### config.mk
export PLATFORM = sky130hd
export DESIGN_NAME = sip_shift_acc
export DESIGN_NICKNAME = d
export VERILOG_FILES = /design/src/rtl/sip_shift_acc.sv
export SDC_FILE = /design/constraint.sdc
export NUM_CORES = 1
export LEC_CHECK = 0
export BUFFER_PORTS_ARGS = -buffer_cell sky130_fd_sc_hd__buf_2
export CORE_MARGIN = 5
export CORE_UTILIZATION = 53
export DETAILED_ROUTE_END_ITERATION = 8
export MAX_ROUTING_LAYER = met4
export PLACE_DENSITY = 0.77
export SLEW_MARGIN = 20
export SYNTH_ARGS = -nofsm -noshare
export SYNTH_HDL_FRONTEND = slang
export SYNTH_SLANG_ARGS = --single-unit
export TNS_END_PERCENT = 50
### constraint.sdc
create_clock -name i_CLK -period 4.4 [get_ports i_CLK]
set_input_delay 0.88 -clock i_CLK [delete_from_list [all_inputs] [get_ports i_CLK]]
set_output_delay 0.88 -clock i_CLK [all_outputs]
set_load 0.05 [all_outputs]
### src/rtl/sip_shift_acc.sv
// Shift-and-accumulate stage for a bit-serial SIP datapath: sums shifted signed
// partial sums into saturating group results behind a one-entry output register.
module sip_shift_acc #(
  parameter int P_IN_W  = 10,
  parameter int P_ACC_W = 24,
  parameter int P_SH_W  = 3
) (
  input  logic               i_CLK,
  input  logic               i_RSTn,
  input  logic               i_valid,
  output logic               o_ready,
  input  logic [P_IN_W-1:0]  i_psum,
  input  logic [P_SH_W-1:0]  i_shift,
  input  logic               i_last,
  output logic               o_valid,
  input  logic               i_ready,
  output logic [P_ACC_W-1:0] o_acc,
  output logic               o_ovf,
  output logic [7:0]         o_beats
);

  typedef enum logic {S_IDLE, S_ACC} state_t;

  localparam logic [P_ACC_W-1:0] ACC_MAX = {1'b0, {(P_ACC_W-1){1'b1}}};
  localparam logic [P_ACC_W-1:0] ACC_MIN = {1'b1, {(P_ACC_W-1){1'b0}}};

  state_t             state;
  logic [P_ACC_W-1:0] acc;
  logic               ovf;
  logic [7:0]         cnt;

  logic               beat_acc;
  logic               take;
  logic [P_ACC_W-1:0] psum_sh;
  logic [P_ACC_W-1:0] acc_base;
  logic [P_ACC_W:0]   sum_wide;
  logic [P_ACC_W-1:0] sum_sat;
  logic               clip;
  logic [7:0]         cnt_base;
  logic [7:0]         cnt_next;
  logic               ovf_next;

  assign o_ready  = ~o_valid | i_ready;
  assign beat_acc = i_valid & o_ready;
  assign take     = o_valid & i_ready;

  // NOTE: every signal written here gets a value on every path first, so no latch is inferred.
  always_comb begin
    psum_sh  = {{(P_ACC_W-P_IN_W){i_psum[P_IN_W-1]}}, i_psum} << i_shift;
    acc_base = (state == S_IDLE) ? '0 : acc;
    cnt_base = (state == S_IDLE) ? 8'd0 : cnt;
    sum_wide = {acc_base[P_ACC_W-1], acc_base} + {psum_sh[P_ACC_W-1], psum_sh};
    // The two top bits disagree exactly when the signed add left the P_ACC_W range.
    clip     = sum_wide[P_ACC_W] ^ sum_wide[P_ACC_W-1];
    sum_sat  = sum_wide[P_ACC_W-1:0];
    if (clip) sum_sat = sum_wide[P_ACC_W] ? ACC_MIN : ACC_MAX;
    cnt_next = (cnt_base == 8'd255) ? 8'd255 : cnt_base + 8'd1;
    ovf_next = ((state == S_IDLE) ? 1'b0 : ovf) | clip;
  end

  // NOTE: all state is updated with non-blocking assignments so every register samples pre-edge values.
  always_ff @(posedge i_CLK) begin
    if (!i_RSTn) begin
      state   <= S_IDLE;
      acc     <= '0;
      ovf     <= 1'b0;
      cnt     <= 8'd0;
      o_valid <= 1'b0;
      o_acc   <= '0;
      o_ovf   <= 1'b0;
      o_beats <= 8'd0;
    end else begin
      if (take) o_valid <= 1'b0;
      if (beat_acc) begin
        if (i_last) begin
          // A same-cycle take is overridden here, giving back-to-back results without a bubble.
          o_valid <= 1'b1;
          o_acc   <= sum_sat;
          o_ovf   <= ovf_next;
          o_beats <= cnt_next;
          acc     <= '0;
          ovf     <= 1'b0;
          cnt     <= 8'd0;
          state   <= S_IDLE;
        end else begin
          acc     <= sum_sat;
          ovf     <= ovf_next;
          cnt     <= cnt_next;
          state   <= S_ACC;
        end
      end
    end
  end

endmodule

==> results of run 1 <==
area by class of cell:
cell class,instances,area [um^2],share of cell area (%)
multi-input cells,406,2730,55.5
flip-flops and latches,68,1360,27.7
repair buffers,74,425,8.64
clock buffers,11,151,3.08
well taps,102,128,2.59
inverters,17,63.8,1.30
clock inverters,5,58.8,1.19
worst min-delay path: cells and delay by family (launching register included):
family,cells,cell delay [ps]
AND/OR/NAND/NOR,2,90
flip-flops,1,310
sequential cells by signal (all words and copies together), names as in the netlist:
signal and cells:
acc 24, o_acc 24, cnt 8, o_beats 8, o_ovf 1, o_valid 1, ovf 1, state 1
logic make-up after synthesis:
kind of cell             share of synthesized area [%]
XOR/XNOR                                          4.48
AO/OA/AOI/OAI                                     29.4
multiplexers                                      3.40
AND/OR/NAND/NOR                                   18.4
flip-flops                                        31.6
adder cells (fa/ha/maj)                           7.74
buffers and inverters                             4.89
per-stage QoR:
stage | setup WS (ps) | instances | area [um^2]
2_1_floorplan | 157 | 520 | 4300
3_3_place_gp | -5.94 | 667 | 4710
3_5_place_dp | -55.6 | 667 | 4710
4_1_cts | 305 | 683 | 4920
5_1_grt | 54.9 | 683 | 4920
6_report | 238 | 683 | 4920
worst max path at each step:
| stage | endpoint | slack, ps | cells after the start |
|---|---|---|---|
| 3_3_place_gp | acc[6]$_SDFFE_PN0P_ | -6 | 13 |
| 6_report | acc[8]$_SDFFE_PN0P_ | 240 | 16 |
| 4_1_cts | acc[20]$_SDFFE_PN0P_ | 300 | 16 |
| 5_1_grt | acc[8]$_SDFFE_PN0P_ | 50 | 15 |
| 2_1_floorplan | o_acc[22]$_SDFFE_PN0P_ | 160 | 15 |
| 3_5_place_dp | o_acc[0]$_SDFFE_PN0P_ | -60 | 16 |
metal layers:
| layer | global-route usage, % | up-vias | routed length (um) |
|---|---|---|---|
| met5 | - | - | 0 |
| met2 | 37.1 | 113 | 5080 |
| met1 | 31.7 | 1935 | 5390 |
| met4 | 6.32 | 0 | 140 |
| met3 | 3.75 | 13 | 630 |
| li1 | - | 2030 | - |
report_power, final:
part,internal (W),switching (W),leakage [nW]
registers,0.000642,0.0000170,0.553
logic,0.000110,0.000205,1.60
clock network,0.000294,0.000249,0.102
cell usage in the layout (no fill, tap or decap), types with 6 or more instances in the layout:
cell type,Yosys,routed
a211o_1,6,6
a211oi_1,7,7
a21boi_0,8,8
a21o_1,10,10
a21oi_1,28,28
a221o_1,28,28
a31oi_1,6,6
and2_1,32,32
buf_2,6,52
buf_4,0,22
clkbuf_8,0,11
dfxtp_1,68,68
ha_1,25,25
inv_1,16,16
mux2i_1,9,9
nand2_1,67,67
nand2b_1,7,7
nand3_1,13,13
nor2_1,19,19
nor3_1,7,7
o211ai_1,17,17
o21ai_0,41,41
xnor2_1,15,15
xor2_1,7,7
==> flow_metrics.py, run 1 <==
metrics = {
    "power": {
        "leakage_nw": 2.26,
        "finalPower_w": 0.00152,
        "ir_drop_v": 0.000276,
        "power.density_nw_per_um2": 308,
    },
    "sta": {
        "setup_viol": 0,
        "rsz0062_at_grt": "no",
        "final.setup.tns_ps": 0,
        "whs_ps": 442,
        "slew_headroom_pct": 38.0,
        "worst_clock_skew_ps": 10.5,
        "period_share_pct": 94.6,
        "max_slew.worst_pin.slew_ps": 929,
        "finalMaxSlewViolations": 0,
        "fmaxAchievable_ghz": 0.240,
        "hold_viol_final": 0,
        "period_needed_ps": 4160,
    },
    "floorplan": {
        "die_w_um": 100,
        "core_um2": 7810,
        "die_h_um": 100,
        "die-area_um2": 10000,
        "io_pins": 53,
        "start_util_pct": 55.1,
        "fp-row-count": 32,
    },
    "clock_network": {
        "cts_sinks": 68,
        "h-tree-depth": 3,
        "cts_tree": "done",
        "cts.path.max_buffers": 2,
        "cts_setup_buffers": 0,
        "numCtsBuffers": 9,
        "clock_latency_ps": 350,
        "path_clk_slew_ps": 80,
        "cts_hold_buffers": 0,
        "root_buffer": "clkbuf_8",
        "cts_resized": 0,
    },
    "cells_and_area": {
        "layout-area-overhead-vs-synth_pct": 14.4,
        "layout-drive-gt1-share_pct": 16.9,
        "antennaDiodeCount": 0,
        "fillerInstances": 686,
        "utilization_pct": 63.0,
        "nNetsFinal": 620,
    },
    "place": {
        "gp_congestion": 0.960,
        "hpwl_um": 8510,
        "numPortBuffers": 52,
    },
    "setup_path": {
        "critPathArrivalTime_ps": 4390,
        "crit_path_max_incr_delay_ps": 360,
        "worstPathRequired_ps": 4630,
        "crit_chain": "buf_2 > buf_4 > mux2i_1 > nand2_1 > o21ai_0 > o22ai_1 > ha_1 > buf_4 > and2_1 > o311ai_1 > a211oi_1 > o31a_1 > a31o_1 > a22o_1 > and2b_1 > a221o_1",
        "crit_path_start_kind": "input port",
        "path_delay_family": "compound AO/OA/AOI/OAI gates",
        "rr_worst_depth": 12,
        "critPathSlowestCell": "o31a_1",
        "crit_path_end_kind": "flop",
        "critPathKind": "input port to flop",
        "path_buf_inv": 3,
        "path_common_cell": "buf_4",
        "rr_startpoint": "state$_SDFFE_PN0P_",
        "rrSetupSlack_ps": 530,
        "worstPathMaxFanout": 15,
        "timing.rr.end": "acc[8]$_SDFFE_PN0P_",
        "startpoint": "i_shift[0]",
    },
    "synthesis": {
        "yosysSeqAreaShare_pct": 31.6,
        "synth-edff-count": 0,
        "ys_top_cells_by_count": "68 x dfxtp_1, 67 x nand2_1, 41 x o21ai_0, 32 x and2_1",
        "synth.net_count": 564,
        "ys_seq_elements": 68,
        "syn_area_um2": 4300,
        "synth_top_area_cell": "dfxtp_1",
        "yosys_warnings": 0,
        "synthArstFlopShare_pct": 0,
        "ys.flop_type": "dfxtp_1",
        "synthTopCellsByArea": "dfxtp_1 32%, ha_1 7.3%, a221o_1 6.5%, nand2_1 5.8%, o21ai_0 4.8%",
        "syn_area_per_cell_um2": 8.27,
        "synth_top_cell_area_share_pct": 31.6,
        "yosysUniqueCellTypes": 53,
        "synth_cells": 520,
        "synth.most_common_cell": "dfxtp_1",
    },
    "global_route": {
        "grt_pass1_wl_um": 18900,
        "grt_overflow": 0,
        "antenna_found_initial": 0,
        "grt_max_degree": 27,
        "grtUsageTotal_pct": 23.6,
        "grt_pass1_vias": 3939,
    },
    "routing": {
        "ant_nets": 0,
        "viasPerCell": 5.99,
        "post_drt_wl_per_cell_um": 16.5,
        "drt-pass1-iter-count": 5,
        "totalWireLength_um": 11200,
        "vias": 4091,
        "drc": 0,
        "drtIter0Drc": 216,
    },
    "hold_path": {
        "whs_endpoint": "o_beats[0]$_SDFFE_PN0P_",
        "hp-class": "flop to flop",
        "min-delay-start": "o_beats[0]$_SDFFE_PN0P_",
        "min_path_cells": 2,
    },
    "job": {
        "drv_cap": 0,
    },
    "run_status": {
        "status": "complete, no violations",
    },
}
Note: power is estimated with default switching activity, not from simulation.
==> run 2, diff against run 1 <==
==> constraint.sdc (replaced) <==
create_clock -name i_CLK -period 3.75 [get_ports i_CLK]
set_input_delay 0.75 -clock i_CLK [delete_from_list [all_inputs] [get_ports i_CLK]]
set_output_delay 0.75 -clock i_CLK [all_outputs]
set_load 0.05 [all_outputs]
==> run 2 against run 1 <==
Effect of this change: clock power up 21%; highest routed layer unchanged; die area unchanged; cell count up 7.8%; flip-flop and latch count unchanged; register-to-register slack worse by 190 ps; critical endpoint is now acc[20]$_SDFFE_PN0P_; via count up 8.8%; largest power group unchanged; first-iteration DRC count down 12%; critical path type unchanged; count of clock-buffer cells in the layout down 2; combinational power up 42%.
==> flow_metrics.py, run 2 (synthesized netlist as in run 1, its figures left out) <==
metrics = {
    "floorplan": {
        "die-area_um2": 10000,
        "die_h_um": 100,
        "fp-row-count": 32,
        "start_util_pct": 55.1,
        "die_w_um": 100,
        "io_pins": 53,
        "core_um2": 7810,
    },
    "sta": {
        "slew_headroom_pct": 38.0,
        "worst_clock_skew_ps": 15.9,
        "finalMaxSlewViolations": 0,
        "fmaxAchievable_ghz": 0.269,
        "setup_viol": 0,
        "period_needed_ps": 3710,
        "setup_ws_ps": 35.6,
        "hold_viol_final": 0,
        "period_share_pct": 99.0,
        "max_slew.worst_pin.slew_ps": 930,
    },
    "routing": {
        "drt-pass1-iter-count": 4,
        "viasPerCell": 6.05,
        "post_drt_wl_per_cell_um": 17.7,
        "ant_nets": 0,
        "drtIter0Drc": 191,
        "vias": 4453,
        "drc": 0,
        "totalWireLength_um": 13100,
    },
    "power": {
        "combPwrFrac_pct": 23.8,
        "seqPwrFrac_pct": 41.1,
        "power.share.switching_pct": 33.3,
        "clockPowerShare_pct": 35.1,
        "power.internal_w": 0.00125,
        "leakage_nw": 2.54,
        "ir_drop_v": 0.000327,
        "power.density_nw_per_um2": 340,
        "power.net_switching_w": 0.000625,
    },
    "setup_path": {
        "worstPathMaxFanout": 15,
        "crit_path_end_kind": "flop",
        "crit_path_start_kind": "input port",
        "rr_startpoint": "state$_SDFFE_PN0P_",
        "critPathArrivalTime_ps": 3950,
        "timing.rr.end": "acc[20]$_SDFFE_PN0P_",
        "rrSetupSlack_ps": 340,
        "rr_worst_depth": 11,
        "critPathKind": "input port to flop",
        "worstPathRequired_ps": 3990,
    },
    "cells_and_area": {
        "layout-drive-gt1-share_pct": 28.1,
        "final_cells": 736,
        "antennaDiodeCount": 0,
        "layout_common_cells": "73 x buf_4, 68 x dfxtp_1, 66 x nand2_1, 51 x buf_2, 36 x o21ai_0",
        "final_common_cell": "buf_4",
        "reg_top3": "acc: 24 flops, o_acc: 24 flops",
        "fillerInstances": 661,
        "utilization_pct": 70.6,
        "finalInstanceArea_um2": 5510,
        "layout-area-overhead-vs-synth_pct": 28.1,
        "nNetsFinal": 673,
    },
    "clock_network": {
        "cts.path.max_buffers": 2,
        "clock_latency_ps": 360,
        "cts_sinks": 68,
        "h-tree-depth": 3,
        "cts_tree": "done",
        "path_clk_slew_ps": 80,
        "cts_hold_buffers": 0,
        "numCtsBuffers": 9,
        "root_buffer": "clkbuf_8",
    },
    "global_route": {
        "antenna_found_initial": 0,
        "grtUsageTotal_pct": 26.4,
        "grt_max_degree": 24,
        "grt_pass1_wl_um": 20800,
        "grt_pass1_vias": 4223,
        "grt_overflow": 0,
    },
    "place": {
        "dp.cells": 713,
        "pre_cts_ws_ps": -614,
        "dpl_cell_area_um2": 5130,
        "gp_congestion": 1.02,
        "numPortBuffers": 52,
        "hpwl_um": 9760,
    },
    "hold_path": {
        "min-delay-start": "o_beats[0]$_SDFFE_PN0P_",
        "whs_endpoint": "o_beats[0]$_SDFFE_PN0P_",
        "hp-class": "flop to flop",
        "min_path_cells": 2,
    },
    "job": {
        "drv_cap": 0,
    },
    "run_status": {
        "status": "complete, no violations",
    },
}
-- run 2: worst max-delay path: stages --
cell,delay (ps)
buf_6,120
mux2i_2,260
nor2_1,60
a21oi_1,150
o21ai_0,130
ha_2,220
a21o_1,200
a41o_1,250
a211o_1,310
o31a_1,390
a31o_1,200
a22o_1,260
and2b_1,210
buf_12,150
a221o_1,260
-- run 2: worst max-delay path by stage --
| stage | endpoint | cells after the start | slack [ps] | startpoint |
|---|---|---|---|---|
| after floorplan | o_acc[7]$_SDFFE_PN0P_ | 15 | -10 | i_shift[0] |
| after global placement | o_acc[0]$_SDFFE_PN0P_ | 13 | -520 | i_shift[0] |
| after detailed placement | o_acc[6]$_SDFFE_PN0P_ | 13 | -610 | i_shift[0] |
| after CTS | o_acc[22]$_SDFFE_PN0P_ | 15 | 6 | i_shift[0] |
| after global routing | o_acc[22]$_SDFFE_PN0P_ | 16 | -20 | i_shift[0] |
| final | acc[20]$_SDFFE_PN0P_ | 15 | 40 | i_shift[0] |
-- run 2: cell type report --
| class | count | area (um^2) | area share, % |
|---|---|---|---|
| Multi-Input combinational cell | 406 | 2890 | 52.5 |
| Sequential cell | 68 | 1360 | 24.7 |
| Timing Repair Buffer | 127 | 855 | 15.5 |
| Tap cell | 102 | 128 | 2.32 |
| Clock buffer | 9 | 124 | 2.25 |
| Clock inverter | 7 | 82.6 | 1.50 |
| Inverter | 17 | 66.3 | 1.20 |
-- run 2: per-stage QoR --
step | power (W) | hold WS (ps) | TNS (ps)
2_1_floorplan | 0.00105 | 425 | -160
3_3_place_gp | 0.00119 | 429 | -21940
3_5_place_dp | 0.00120 | 437 | -24850
4_1_cts | 0.00185 | 449 | 0
5_1_grt | 0.00195 | 475 | -85.1
6_report | 0.00188 | 444 | 0
-- run 2: metal layers --
| metal | vias to the layer above | GRT usage [%] | share of wire (%) |
|---|---|---|---|
| met5 | - | - | 0 |
| met4 | 0 | 7.88 | 1.6 |
| met3 | 20 | 4.24 | 6.3 |
| met2 | 160 | 40.1 | 46 |
| met1 | 2130 | 36.4 | 46 |
| li1 | 2143 | - | - |
-- run 2: repair_timing --
item                                    CTS  global route
cloned                                    0             0
endpoints found under the setup margin   45            45
resized for setup                         9            24
buffers inserted                          2             5
pin swaps                                 3            13
-- run 2: power groups by stage --
| stage | clock [W] | sequential, W | combinational (W) |
|---|---|---|---|
| final | 0.000658 | 0.000771 | 0.000447 |
| after global routing | 0.000696 | 0.000775 | 0.000479 |
| after CTS | 0.000664 | 0.000771 | 0.000418 |
| after detailed placement | 0 | 0.000787 | 0.000411 |
| after global placement | 0 | 0.000786 | 0.000408 |
| after floorplan | 0 | 0.000841 | 0.000212 |
